<file path="config.mk">
export PLATFORM = sky130hd
export DESIGN_NAME = xif_copro_wb_stage
export DESIGN_NICKNAME = d
export VERILOG_FILES = /design/src/rtl/xif_copro_pkg.sv /design/src/rtl/xif_copro_result_fifo.sv /design/src/rtl/xif_copro_wb_stage.sv
export SDC_FILE = /design/constraint.sdc
export NUM_CORES = 1
export LEC_CHECK = 0
export BUFFER_PORTS_ARGS = -buffer_cell sky130_fd_sc_hd__buf_4
export CAP_MARGIN = 0
export CORE_MARGIN = 2
export CORE_UTILIZATION = 40
export CTS_CLUSTER_DIAMETER = 50
export CTS_CLUSTER_SIZE = 12
export DETAILED_ROUTE_END_ITERATION = 16
export MAX_ROUTING_LAYER = met4
export PLACE_DENSITY = 0.65
export REMOVE_ABC_BUFFERS = 1
export SLEW_MARGIN = 10
export SYNTH_ARGS = -nofsm -noshare
export SYNTH_HDL_FRONTEND = slang
export SYNTH_SLANG_ARGS = --single-unit
</file>
<file path="constraint.sdc">
create_clock -name clk_i -period 4.1 [get_ports clk_i]
set_input_delay 0.82 -clock clk_i [delete_from_list [all_inputs] [get_ports clk_i]]
set_output_delay 0.82 -clock clk_i [all_outputs]
set_load 0.05 [all_outputs]
</file>
<file path="src/rtl/xif_copro_pkg.sv">
// Shared types for the coprocessor result path: instruction id width and the
// per-instruction tag that travels with each result.
package xif_copro_pkg;

    localparam int unsigned X_ID_WIDTH = 4;

    typedef struct packed {
        logic [X_ID_WIDTH-1:0] id;
        logic [4:0]            rd;
    } copro_tag_t;

endpackage

</file>
<file path="src/rtl/xif_copro_result_fifo.sv">
// Result buffer for the coprocessor writeback stage: DEPTH-entry FIFO with
// synchronous flush and an occupancy count.
module xif_copro_result_fifo #(
    parameter int unsigned DEPTH   = 4,
    parameter type         entry_t = logic,
    localparam int unsigned PW     = $clog2(DEPTH),
    localparam int unsigned CW     = $clog2(DEPTH) + 1
) (
    input  logic          clk_i,
    input  logic          rst_ni,
    input  logic          flush_i,
    input  logic          push_i,
    input  logic          pop_i,
    input  entry_t        wdata_i,
    output entry_t        rdata_o,
    output logic [CW-1:0] count_o
);

    entry_t        mem_q [DEPTH];
    logic [PW-1:0] wptr_q, rptr_q;
    logic [CW-1:0] count_q;

    function automatic logic [PW-1:0] ptr_inc(input logic [PW-1:0] p);
        return (p == PW'(DEPTH - 1)) ? '0 : p + PW'(1);
    endfunction

    always_ff @(posedge clk_i or negedge rst_ni) begin
        if (!rst_ni) begin
            wptr_q  <= '0;
            rptr_q  <= '0;
            count_q <= '0;
            for (int i = 0; i < int'(DEPTH); i++) begin
                mem_q[i] <= '0;
            end
        end else if (flush_i) begin
            // Flush wins over any push or pop in the same cycle.
            wptr_q  <= '0;
            rptr_q  <= '0;
            count_q <= '0;
        end else begin
            if (push_i) begin
                mem_q[wptr_q] <= wdata_i;
                wptr_q        <= ptr_inc(wptr_q);
            end
            if (pop_i) begin
                rptr_q <= ptr_inc(rptr_q);
            end
            unique case ({push_i, pop_i})
                2'b10:   count_q <= count_q + CW'(1);
                2'b01:   count_q <= count_q - CW'(1);
                default: count_q <= count_q;
            endcase
        end
    end

    assign rdata_o = mem_q[rptr_q];
    assign count_o = count_q;

endmodule

</file>
<file path="src/rtl/xif_copro_wb_stage.sv">
// Coprocessor writeback stage: buffers ex-stage results and presents them on the
// XIF result interface. Define XIF_COPRO_WB_BYPASS_EN for a same-cycle empty bypass.
module xif_copro_wb_stage
    import xif_copro_pkg::*;
#(
    parameter int unsigned XLEN  = 64,
    parameter int unsigned DEPTH = 4,
    parameter type         tag_t = xif_copro_pkg::copro_tag_t,
    localparam int unsigned CW   = $clog2(DEPTH) + 1
) (
    input  logic                  clk_i,
    input  logic                  rst_ni,
    input  logic                  in_valid_i,
    output logic                  in_ready_o,
    input  tag_t                  tag_i,
    input  logic [XLEN-1:0]       result_i,
    input  logic                  flush_i,
    output logic                  result_valid_o,
    input  logic                  result_ready_i,
    output logic [X_ID_WIDTH-1:0] result_id_o,
    output logic [4:0]            result_rd_o,
    output logic                  result_we_o,
    output logic [XLEN-1:0]       result_data_o,
    output logic [CW-1:0]         count_o
);

    typedef struct packed {
        tag_t            tag;
        logic [XLEN-1:0] data;
    } entry_t;

    entry_t        wr_entry, head_entry, out_entry;
    logic [CW-1:0] count;
    logic          push, pop, out_valid;

    assign wr_entry   = '{tag: tag_i, data: result_i};
    assign in_ready_o = (count != CW'(DEPTH));

`ifdef XIF_COPRO_WB_BYPASS_EN
    logic bypass;
    assign bypass = (count == '0) & in_valid_i & ~flush_i;

    always_comb begin
        out_valid = (count != '0);
        out_entry = head_entry;
        push      = in_valid_i & in_ready_o;
        pop       = out_valid & result_ready_i;
        if (bypass) begin
            // Empty buffer: forward directly; store only if the core stalls.
            out_valid = 1'b1;
            out_entry = wr_entry;
            push      = ~result_ready_i;
            pop       = 1'b0;
        end
    end
`else
    always_comb begin
        out_valid = (count != '0);
        out_entry = head_entry;
        push      = in_valid_i & in_ready_o;
        pop       = out_valid & result_ready_i;
    end
`endif

    xif_copro_result_fifo #(
        .DEPTH   (DEPTH),
        .entry_t (entry_t)
    ) u_fifo (
        .clk_i   (clk_i),
        .rst_ni  (rst_ni),
        .flush_i (flush_i),
        .push_i  (push),
        .pop_i   (pop),
        .wdata_i (wr_entry),
        .rdata_o (head_entry),
        .count_o (count)
    );

    // Result fields read as zero whenever nothing is being offered.
    always_comb begin
        result_valid_o = out_valid;
        result_id_o    = '0;
        result_rd_o    = '0;
        result_data_o  = '0;
        result_we_o    = 1'b0;
        if (out_valid) begin
            result_id_o   = out_entry.tag.id;
            result_rd_o   = out_entry.tag.rd;
            result_data_o = out_entry.data;
            result_we_o   = (out_entry.tag.rd != 5'd0);
        end
    end

    assign count_o = count;

endmodule

</file>
==> impl_metrics.tcl, run 1 <==
set metrics [dict create \
    status "complete, no violations" \
    clock_sinks 299 \
    critical_path_class "reg -> out" \
    cp-end-kind "output port" \
    cts_tree "done" \
    fmax_mhz 282 \
    grt_overflow 0 \
    worst_hold_slack_ns 0.311 \
    drt_drc_violations_left 0 \
    die_w_um 191 \
    ir_worst_vdd_mv 0.561 \
    p_int_mw 9.33 \
    drive_gt1_share_pct 59.5 \
    pwr-share-comb_pct 42.7 \
    synth_cells 834 \
    critPathLaunchType "register" \
    cp.arrival_ns 2.73 \
    postSynthRegisterBits 299 \
    cp_max_fo 27 \
    drt-pass1-iter-count 5 \
    cts_setup_buffers 0 \
    p_leak_nw 7.59 \
    power_per_cell_area_nw_per_um2 873 \
    n_antenna_cell 0 \
    wl_per_cell_um 19.7 \
    vias 7581 \
    clk_latency_ns 0.50 \
    die_y_um 191 \
    ant_nets 0 \
    route.met2.wl_um 13500 \
    wl_um 28800 \
    nets 1068 \
    initial_core_util_pct 40.6 \
    fillers 2964 \
    p_total_mw 14.5 \
    p_clk_share_pct 23.4 \
    place_congestion 0.709 \
    via_per_inst 5.19 \
    placeableCoreArea_um2 34500 \
    max-cap-violations 0 \
    placed_area_um2 15400 \
    finalHoldViolations 0 \
    synth_area_per_cell_um2 16.8 \
    syn-cell-area_um2 14000 \
    grt_antenna_before_repair 0 \
    detailedPlacementHpwl_um 17000 \
    dieArea_um2 36500 \
    grt_pass1_vias 8279 \
    ys_seq_area_share_pct 53.5 \
    worst-slew-pin-transition_ns 0.954 \
    rsz0062_at_grt "false" \
    worst_hold_path_type "in -> async" \
    yosys.area.top_type "dfrtp_1" \
    hold_buffers 0 \
    p_sw_share_pct 35.8 \
    drv_slew 0 \
    synthArstFlopShare_pct 100 \
    root_buffer "clkbuf_16" \
    cts_max_level 2 \
    synthTopCellsByArea "dfrtp_1 (53%), mux2_2 (18%), mux4_2 (12%)" \
    synth_cell_type_count 32 \
    wl_met1_um 13500 \
    p_sw_mw 5.21 \
    final_core_util_pct 48.3 \
    routed.top_layer "met4" \
    min_period_ns 3.55 \
    cts_buffer_depth 3 \
    setup_tns_ns 0 \
    port-buffer-count 156 \
    yosysWarningCount 0 \
    io_pins 157 \
    cts_inserted_buffers 36 \
    met3_length_um 1300 \
    cts_resized 0 \
    clk_pin_slew_ns 0.06 \
    drt_iter0_drc 341 \
    period_share_pct 86.6 \
    slew_headroom_pct 36.4 \
    final_area_um2 16600 \
    rows 68 \
    setup_viol 0 \
    syn2layout_area_growth_pct 19.0 \
    synth_edf_count 0 \
    ys.flop_type "dfrtp_1" \
    grt_use_total_pct 16.8 \
    yosysTopAreaCellShare_pct 53.5 \
    critical_path_required_ns 3.28 \
    seqPwrFrac_pct 33.9 \
    grt_max_degree 87 \
    grt_pass1_wl_um 46600 \
    fin_skew_ns 0.0163 \
]
[cells in the final DEF (no fill, tap or decap), drive strengths merged]
cell type	count
and3b	1
bufinv	7
fa	1
o21a	2
and4b	1
o21ai	1
clkbuf	45
or3b	2
nor2b	1
ha	5
a21oi	4
nor2	4
buf	168
or4	1
or3	1
mux2i	2
inv	6
clkinvlp	1
xnor2	1
mux4	73
mux2	293
dfrtp	299
nor3	3
nand2	5
and2	73
and3	1
nand3	1
clkinv	4
o31ai	1
[state kept, by name, summed over array words and instances (netlist names)]
| register | flops |
|---|---|
| u_fifo.count_o | 3 |
| u_fifo.mem_q | 292 |
| u_fifo.wptr_q | 2 |
| u_fifo.rptr_q | 2 |
[worst max-delay path: stages, from the launching register on]
cell and delay [ns]:
dfrtp_4 0.66, buf_4 0.56, mux4_2 0.58, and2_1 0.19
buf_4 0.19
[synth_stat cells (2+ instances only)]
cell and instances:
mux4_2 73, o21a_1 2, nand2_1 2, a21oi_1 4, mux2_4 70, buf_6 24
mux2i_1 2, and2_1 73, dfrtp_1 299, clkbuf_1 16, buf_2 8, mux2_2 223
buf_12 7, nand2_8 3, nor2_1 4, nor3_1 3, ha_1 5, inv_1 2
[area by class of cell]
class | instances | area [um2] | area share (%)
sequential | 299 | 7490 | 45.0
clock inverter | 16 | 277 | 1.66
clock buffer | 45 | 996 | 5.98
inverter | 2 | 7.51 | 0.0451
tap | 455 | 569 | 3.42
timing repair buffer | 168 | 1320 | 7.92
multi-input combinational | 477 | 5990 | 36.0
[logic make-up (layout without fill, tap and decap cells)]
family | count (synthesis) | after routing | synth area share (%)
muxes | 368 | 368 | 37.4
adders and majority gates | 6 | 6 | 0.590
xor gates and xnor gates | 1 | 1 | 0.0626
buffers and inverters | 58 | 231 | 3.73
DFF | 299 | 299 | 53.5
and+or+nand+nor | 94 | 94 | 4.44
AOI/OAI and AO/OA | 8 | 8 | 0.340
[per-stage QoR]
| step | instances | setup WS [ns] |
|---|---|---|
| final | 1462 | 0.551 |
| after global routing | 1462 | 0.381 |
| after CTS | 1462 | 0.462 |
| after detailed placement | 1401 | 1.02 |
| after global placement | 1401 | 1.04 |
| after floorplan | 778 | -1.19 |
[power groups by stage]
stage	clock [mW]	sequential, mW	combinational [mW]
after floorplan	0	4.87	4.68
after global placement	0	4.94	6.23
after detailed placement	0	4.97	6.31
after CTS	3.50	4.93	6.32
after global routing	3.62	5.10	6.61
final	3.40	4.92	6.21
[worst paths after layout]
path	from	end	slack, ns	cells after the start
max	u_fifo.rptr_q[0]$_DFFE_PN0P_	result_data_o[53]	0.55	4
min	rst_ni	u_fifo.mem_q[33]$_DFFE_PN0P_	0.31	1
max reg2reg	u_fifo.count_o[0]$_DFFE_PN0P_	u_fifo.mem_q[16]$_DFFE_PN0P_	1.38	4
min reg2reg	u_fifo.mem_q[117]$_DFFE_PN0P_	u_fifo.mem_q[117]$_DFFE_PN0P_	0.50	1
max in group asynchronous	rst_ni	u_fifo.rptr_q[0]$_DFFE_PN0P_	2.86	2
min in group clk_i	u_fifo.mem_q[117]$_DFFE_PN0P_	u_fifo.mem_q[117]$_DFFE_PN0P_	0.50	1
[routing by layer]
layer  up-vias  track usage [%]
li1       3367                -
met1      4037             23.1
met2       136             25.9
met3        41             3.08
met4         0             3.79
met5         -                -
Note: power is estimated with default switching activity, not from simulation.
==> run 2, diff against run 1 <==
--- a/config.mk
+++ b/config.mk
@@ -7,14 +7,17 @@
 export LEC_CHECK = 0
 export BUFFER_PORTS_ARGS = -buffer_cell sky130_fd_sc_hd__buf_4
 export CAP_MARGIN = 0
+export CELL_PAD_IN_SITES_DETAIL_PLACEMENT = 0
+export CELL_PAD_IN_SITES_GLOBAL_PLACEMENT = 1
 export CORE_MARGIN = 2
 export CORE_UTILIZATION = 40
 export CTS_CLUSTER_DIAMETER = 50
 export CTS_CLUSTER_SIZE = 12
 export DETAILED_ROUTE_END_ITERATION = 16
 export MAX_ROUTING_LAYER = met4
-export PLACE_DENSITY = 0.65
+export PLACE_DENSITY = 0.73
 export REMOVE_ABC_BUFFERS = 1
+export SKIP_LAST_GASP = 1
 export SLEW_MARGIN = 10
 export SYNTH_ARGS = -nofsm -noshare
 export SYNTH_HDL_FRONTEND = slang
==> run 2 against run 1 <==
  * Wire length increased by 2.8%
  * Clock skew shrank 0.0067 ns
  * Core utilization is 0.20 points lower
  * Register-to-register slack better by 0.02 ns
  * Combinational power grew 1%
==> impl_metrics.tcl, run 2 (same netlist as run 1, synthesis figures left out) <==
set metrics [dict create \
    status "complete, no violations" \
    placeableCoreArea_um2 34500 \
    slew_headroom_pct 37.4 \
    largest_reg_flops 292 \
    p_sw_mw 5.25 \
    cp_max_fo 71 \
    worst_hold_path_type "in -> async" \
    final_core_util_pct 48.1 \
    reg2reg_depth 4 \
    cp_slowest_stage_delay_ns 0.57 \
    drv_slew 0 \
    hold_buffers 0 \
    initial_core_util_pct 40.6 \
    most-common-layout-cells "dfrtp_1 (297), mux2_2 (223), buf_4 (163)" \
    placed_area_um2 15400 \
    critical_path_required_ns 3.28 \
    worst-slew-pin-transition_ns 0.939 \
    pre_cts_ws_ns 1.21 \
    place_congestion 0.720 \
    dp_cells 1401 \
    grt_antenna_before_repair 1 \
    p_leak_nw 7.55 \
    clock_sinks 299 \
    largest-register "u_fifo.mem_q" \
    drt_drc_violations_left 0 \
    rsz0062_at_grt "false" \
    crit_chain "buf_12 -> mux4_2 -> and2_1 -> buf_4" \
    rrSetupSlack_ns 1.40 \
    p_total_mw 14.4 \
    min_period_ns 3.37 \
    clk_pin_slew_ns 0.06 \
    die_y_um 191 \
    slowest_stage "mux4_2" \
    cp-end-kind "output port" \
    fin_skew_ns 0.00964 \
    drive_gt1_share_pct 59.4 \
    fin_cells 1464 \
    period_share_pct 82.1 \
    mostFrequentLayoutCell "dfrtp_1" \
    critPathLaunchType "register" \
    pwr-share-comb_pct 43.6 \
    wl_per_cell_um 20.2 \
    syn2layout_area_growth_pct 18.5 \
    setup_viol 0 \
    cts_setup_buffers 0 \
    seqPwrFrac_pct 34.0 \
    rows 68 \
    nets 1069 \
    cts_tree "done" \
    fillers 3044 \
    setup_tns_ns 0 \
    grt_pass1_vias 8264 \
    ant_nets 0 \
    final_area_um2 16600 \
    finalWorstSetupSlack_ns 0.732 \
    cts_inserted_buffers 37 \
    drt-pass1-iter-count 4 \
    cts_max_level 2 \
    worst_hold_slack_ns 0.353 \
    clk_latency_ns 0.50 \
    io_pins 157 \
    cts_buffer_depth 3 \
    rr_startpoint "u_fifo.count_o[0]$_DFFE_PN0P_" \
    fmax_mhz 297 \
    vias 7610 \
    cts_resized 0 \
    grt_use_total_pct 17.1 \
    grt_overflow 0 \
    die_w_um 191 \
    p_int_mw 9.14 \
    p_clk_share_pct 22.4 \
    grt_max_degree 92 \
    critPathLaunch "u_fifo.rptr_q[0]$_DFFE_PN0P_" \
    port-buffer-count 156 \
    dieArea_um2 36500 \
    root_buffer "clkbuf_16" \
    via_per_inst 5.20 \
    detailedPlacementHpwl_um 16500 \
    critical_path_class "reg -> out" \
    p_sw_share_pct 36.5 \
    power_per_cell_area_nw_per_um2 868 \
    rr_endpoint "u_fifo.mem_q[17]$_DFFE_PN0P_" \
    grt_pass1_wl_um 47400 \
    ir_worst_vdd_mv 1.25 \
    cp.arrival_ns 2.55 \
    drt_iter0_drc 287 \
    max-cap-violations 0 \
    wl_um 29600 \
    finalHoldViolations 0 \
]
run 2: power groups by stage:
stage / Combinational [mW] / Clock (mW) / Sequential, mW
2_1_floorplan: 4.68 / 0 / 4.87
3_3_place_gp: 6.29 / 0 / 4.89
3_5_place_dp: 6.37 / 0 / 4.92
6_report: 6.28 / 3.23 / 4.89
4_1_cts: 6.38 / 3.33 / 4.89
5_1_grt: 6.67 / 3.46 / 5.05
run 2: metal layers:
metal  wire length (um)  share of wire [%]  GRT usage (%)
met3               1160                3.9           2.61
met2              14100                 48           26.5
met5                  0                  0              -
met4                555                1.9           4.35
met1              13800                 47           23.8
run 2: worst max-delay path, delay by kind of cell (launching register included):
family,cells,cell delay (ns)
buffers and inverters,2,0.70
multiplexers,1,0.57
flip-flops,1,0.50
AND/OR/NAND/NOR,1,0.20
run 2: worst max path at each step:
| stage | end | cells past startpoint |
|---|---|---|
| 2_1_floorplan | result_we_o | 3 |
| 3_3_place_gp | result_data_o[29] | 4 |
| 3_5_place_dp | result_data_o[17] | 4 |
| 4_1_cts | result_data_o[17] | 4 |
| 5_1_grt | result_data_o[17] | 4 |
| 6_report | result_data_o[7] | 4 |
run 2: area by class of cell:
class | instances | area [um2] | share of cell area, %
Inverter | 2 | 7.51 | 0.0453
Sequential cell | 299 | 7490 | 45.2
Clock inverter | 16 | 203 | 1.22
Timing Repair Buffer | 168 | 1320 | 7.95
Tap cell | 455 | 569 | 3.43
Multi-Input combinational cell | 477 | 5990 | 36.1
Clock buffer | 46 | 1000 | 6.03
Antenna cell | 1 | 2.50 | 0.0151
==> run 3, diff against run 2 <==
--- a/config.mk
+++ b/config.mk
@@ -15,7 +15,7 @@
 export CTS_CLUSTER_SIZE = 12
 export DETAILED_ROUTE_END_ITERATION = 16
 export MAX_ROUTING_LAYER = met4
-export PLACE_DENSITY = 0.73
+export PLACE_DENSITY = 0.76
 export REMOVE_ABC_BUFFERS = 1
 export SKIP_LAST_GASP = 1
 export SLEW_MARGIN = 10
==> constraint.sdc (replaced) <==
create_clock -name clk_i -period 2.88 [get_ports clk_i]
set_input_delay 0.576 -clock clk_i [delete_from_list [all_inputs] [get_ports clk_i]]
set_output_delay 0.576 -clock clk_i [all_outputs]
set_load 0.05 [all_outputs]
==> run 3 against run 2 <==
  * The run now ends with setup timing left
  * Sequential share of layout area shrank 1.3 points
  * Register-to-register slack worse by 1.0 ns
  * Count of clock-buffer cells in the layout up 2
  * Sequential power grew 44%
  * Combinational power increased by 49%
  * Wire length rose by 3.9%
  * Global-route usage is 0.49 points higher
  * Final cell count is 1.6% higher
  * Flip-flop and latch count unchanged
  * First-iteration DRC count decreased by 3.5%
  * Highest routed layer unchanged
==> impl_metrics.tcl, run 3 (same netlist as run 1, synthesis figures left out) <==
set metrics [dict create \
    setup_viol 19 \
    dp_cells 1417 \
    cp-end-kind "output port" \
    rows 68 \
    clk_pin_slew_ns 0.05 \
    vias 7721 \
    critical_path_required_ns 2.30 \
    wl_um 30800 \
    grt_use_total_pct 17.6 \
    critical_path_class "reg -> out" \
    finalWorstSetupSlack_ns -0.145 \
    drt_drc_violations_left 0 \
    die_y_um 191 \
    die_w_um 191 \
    period_share_pct 105 \
    fin_cells 1488 \
    grt_overflow 0 \
    cp_max_fo 8 \
    grt_pass1_vias 8562 \
    n_antenna_cell 0 \
    worst-slew-pin-transition_ns 0.550 \
    mostFrequentLayoutCell "dfrtp_1" \
    p_leak_nw 7.80 \
    p_sw_share_pct 36.3 \
    cts_tree "done" \
    root_buffer "clkbuf_16" \
    wl_per_cell_um 20.7 \
    reg2reg_depth 5 \
    status "finished, violations left" \
    largest-register "u_fifo.mem_q" \
    dieArea_um2 36500 \
    drive_gt1_share_pct 61.8 \
    ir_worst_vdd_mv 0.950 \
    io_pins 157 \
    drv_slew 0 \
    pwr-share-comb_pct 44.4 \
    failed_checks "setup timing" \
    initial_core_util_pct 40.6 \
    most-common-layout-cells "dfrtp_1 (297), mux2_2 (223), buf_4 (156)" \
    p_sw_mw 7.68 \
    finalHoldViolations 0 \
    p_int_mw 13.5 \
    grt_antenna_before_repair 0 \
    place_congestion 0.691 \
    via_per_inst 5.19 \
    placeableCoreArea_um2 34500 \
    grt_pass1_wl_um 48700 \
    rr_endpoint "u_fifo.mem_q[46]$_DFFE_PN0P_" \
    detailedPlacementHpwl_um 18600 \
    cts_max_level 2 \
    ant_nets 0 \
    drt_iter0_drc 277 \
    fin_skew_ns 0.0149 \
    p_clk_share_pct 22.4 \
    critPathLaunch "u_fifo.rptr_q[0]$_DFFE_PN0P_" \
    pre_cts_ws_ns 0.212 \
    slew_headroom_pct 63.3 \
    endpoint "result_we_o" \
    cts_buffer_depth 3 \
    min_period_ns 3.03 \
    cts_inserted_buffers 38 \
    drt-pass1-iter-count 4 \
    syn2layout_area_growth_pct 22.2 \
    rrSetupSlack_ns 0.39 \
    fmax_mhz 331 \
    cp.arrival_ns 2.45 \
    seqPwrFrac_pct 33.2 \
    port-buffer-count 156 \
    max-cap-violations 0 \
    clk_latency_ns 0.52 \
    largest_reg_flops 292 \
    worst_hold_path_type "in -> async" \
    clock_sinks 299 \
    rr_startpoint "u_fifo.count_o[0]$_DFFE_PN0P_" \
    nets 1094 \
    grt_max_degree 74 \
    critPathLaunchType "register" \
    rsz0062_at_grt "true" \
    power_per_cell_area_nw_per_um2 1240 \
]
==> run 3: worst min-delay path by stage <==
stage	startpoint	to	slack, ns	depth (start not counted)
3_3_place_gp	u_fifo.mem_q[202]$_DFFE_PN0P_	u_fifo.mem_q[202]$_DFFE_PN0P_	0.48	1
4_1_cts	rst_ni	u_fifo.mem_q[252]$_DFFE_PN0P_	0.009	1
2_1_floorplan	rst_ni	u_fifo.count_o[0]$_DFFE_PN0P_	0.28	0
3_5_place_dp	u_fifo.mem_q[275]$_DFFE_PN0P_	u_fifo.mem_q[275]$_DFFE_PN0P_	0.49	1
6_report	rst_ni	u_fifo.mem_q[265]$_DFFE_PN0P_	0.009	1
5_1_grt	rst_ni	u_fifo.mem_q[24]$_DFFE_PN0P_	0.03	1
==> run 3: critical path: stages, from the launching register on <==
cell and delay, ns:
dfrtp_4 0.49, mux4_2 0.53, or4_4 0.57, o21a_1 0.20, buf_6 0.15
==> run 3: repair_timing <==
| item | CTS | global route |
|---|---|---|
| setup endpoints to repair | 70 | 71 |
| pin swaps | 1 | 0 |
| hold buffers | 0 | 0 |
| cloned | 0 | 3 |
| gates resized for setup | 4 | 33 |
| setup buffers | 1 | 4 |
==> run 3: power groups by stage <==
stage               Combinational (mW)  Sequential [mW]  Clock [mW]
finish                            9.38             7.02        4.74
global route                      9.96             7.24        5.06
CTS                               9.16             7.01        4.87
detailed placement                9.10             7.06           0
global placement                  8.97             7.02           0
floorplan                         6.66             6.93           0
==> run 3: per-stage QoR <==
step / total power [mW] / TNS, ns / hold WS, ns / utilization, % / instance area [um2]
final: 21.1 / -0.557 / 0.00945 / 49.6 / 17100
after global placement: 16.0 / 0 / 0.482 / 45.3 / 15600
after detailed placement: 16.2 / 0 / 0.488 / 45.3 / 15600
after floorplan: 13.6 / -185.08 / 0.280 / - / 13500
after CTS: 21.0 / -6.37 / 0.00943 / 49.0 / 16900
after global routing: 22.3 / -5.23 / 0.0299 / 49.6 / 17100
==> run 3: cell type report <==
| type | count | area, um2 |
|---|---|---|
| Multi-Input combinational cell | 477 | 6020 |
| Tap cell | 455 | 569 |
| Timing Repair Buffer | 192 | 1740 |
| Fill cell | 2968 | 17400 |
| Clock inverter | 15 | 168 |
| Clock buffer | 48 | 1100 |
| Inverter | 2 | 7.51 |
| Sequential cell | 299 | 7490 |
==> run 3: routing by layer <==
metal  wire [um]  GRT usage [%]  up-vias
met5           0              -        -
met4         481           4.29        0
met3        1180           2.99       46
met2       14400           27.1      129
met1       14700           24.4     4128
li1            -              -     3418
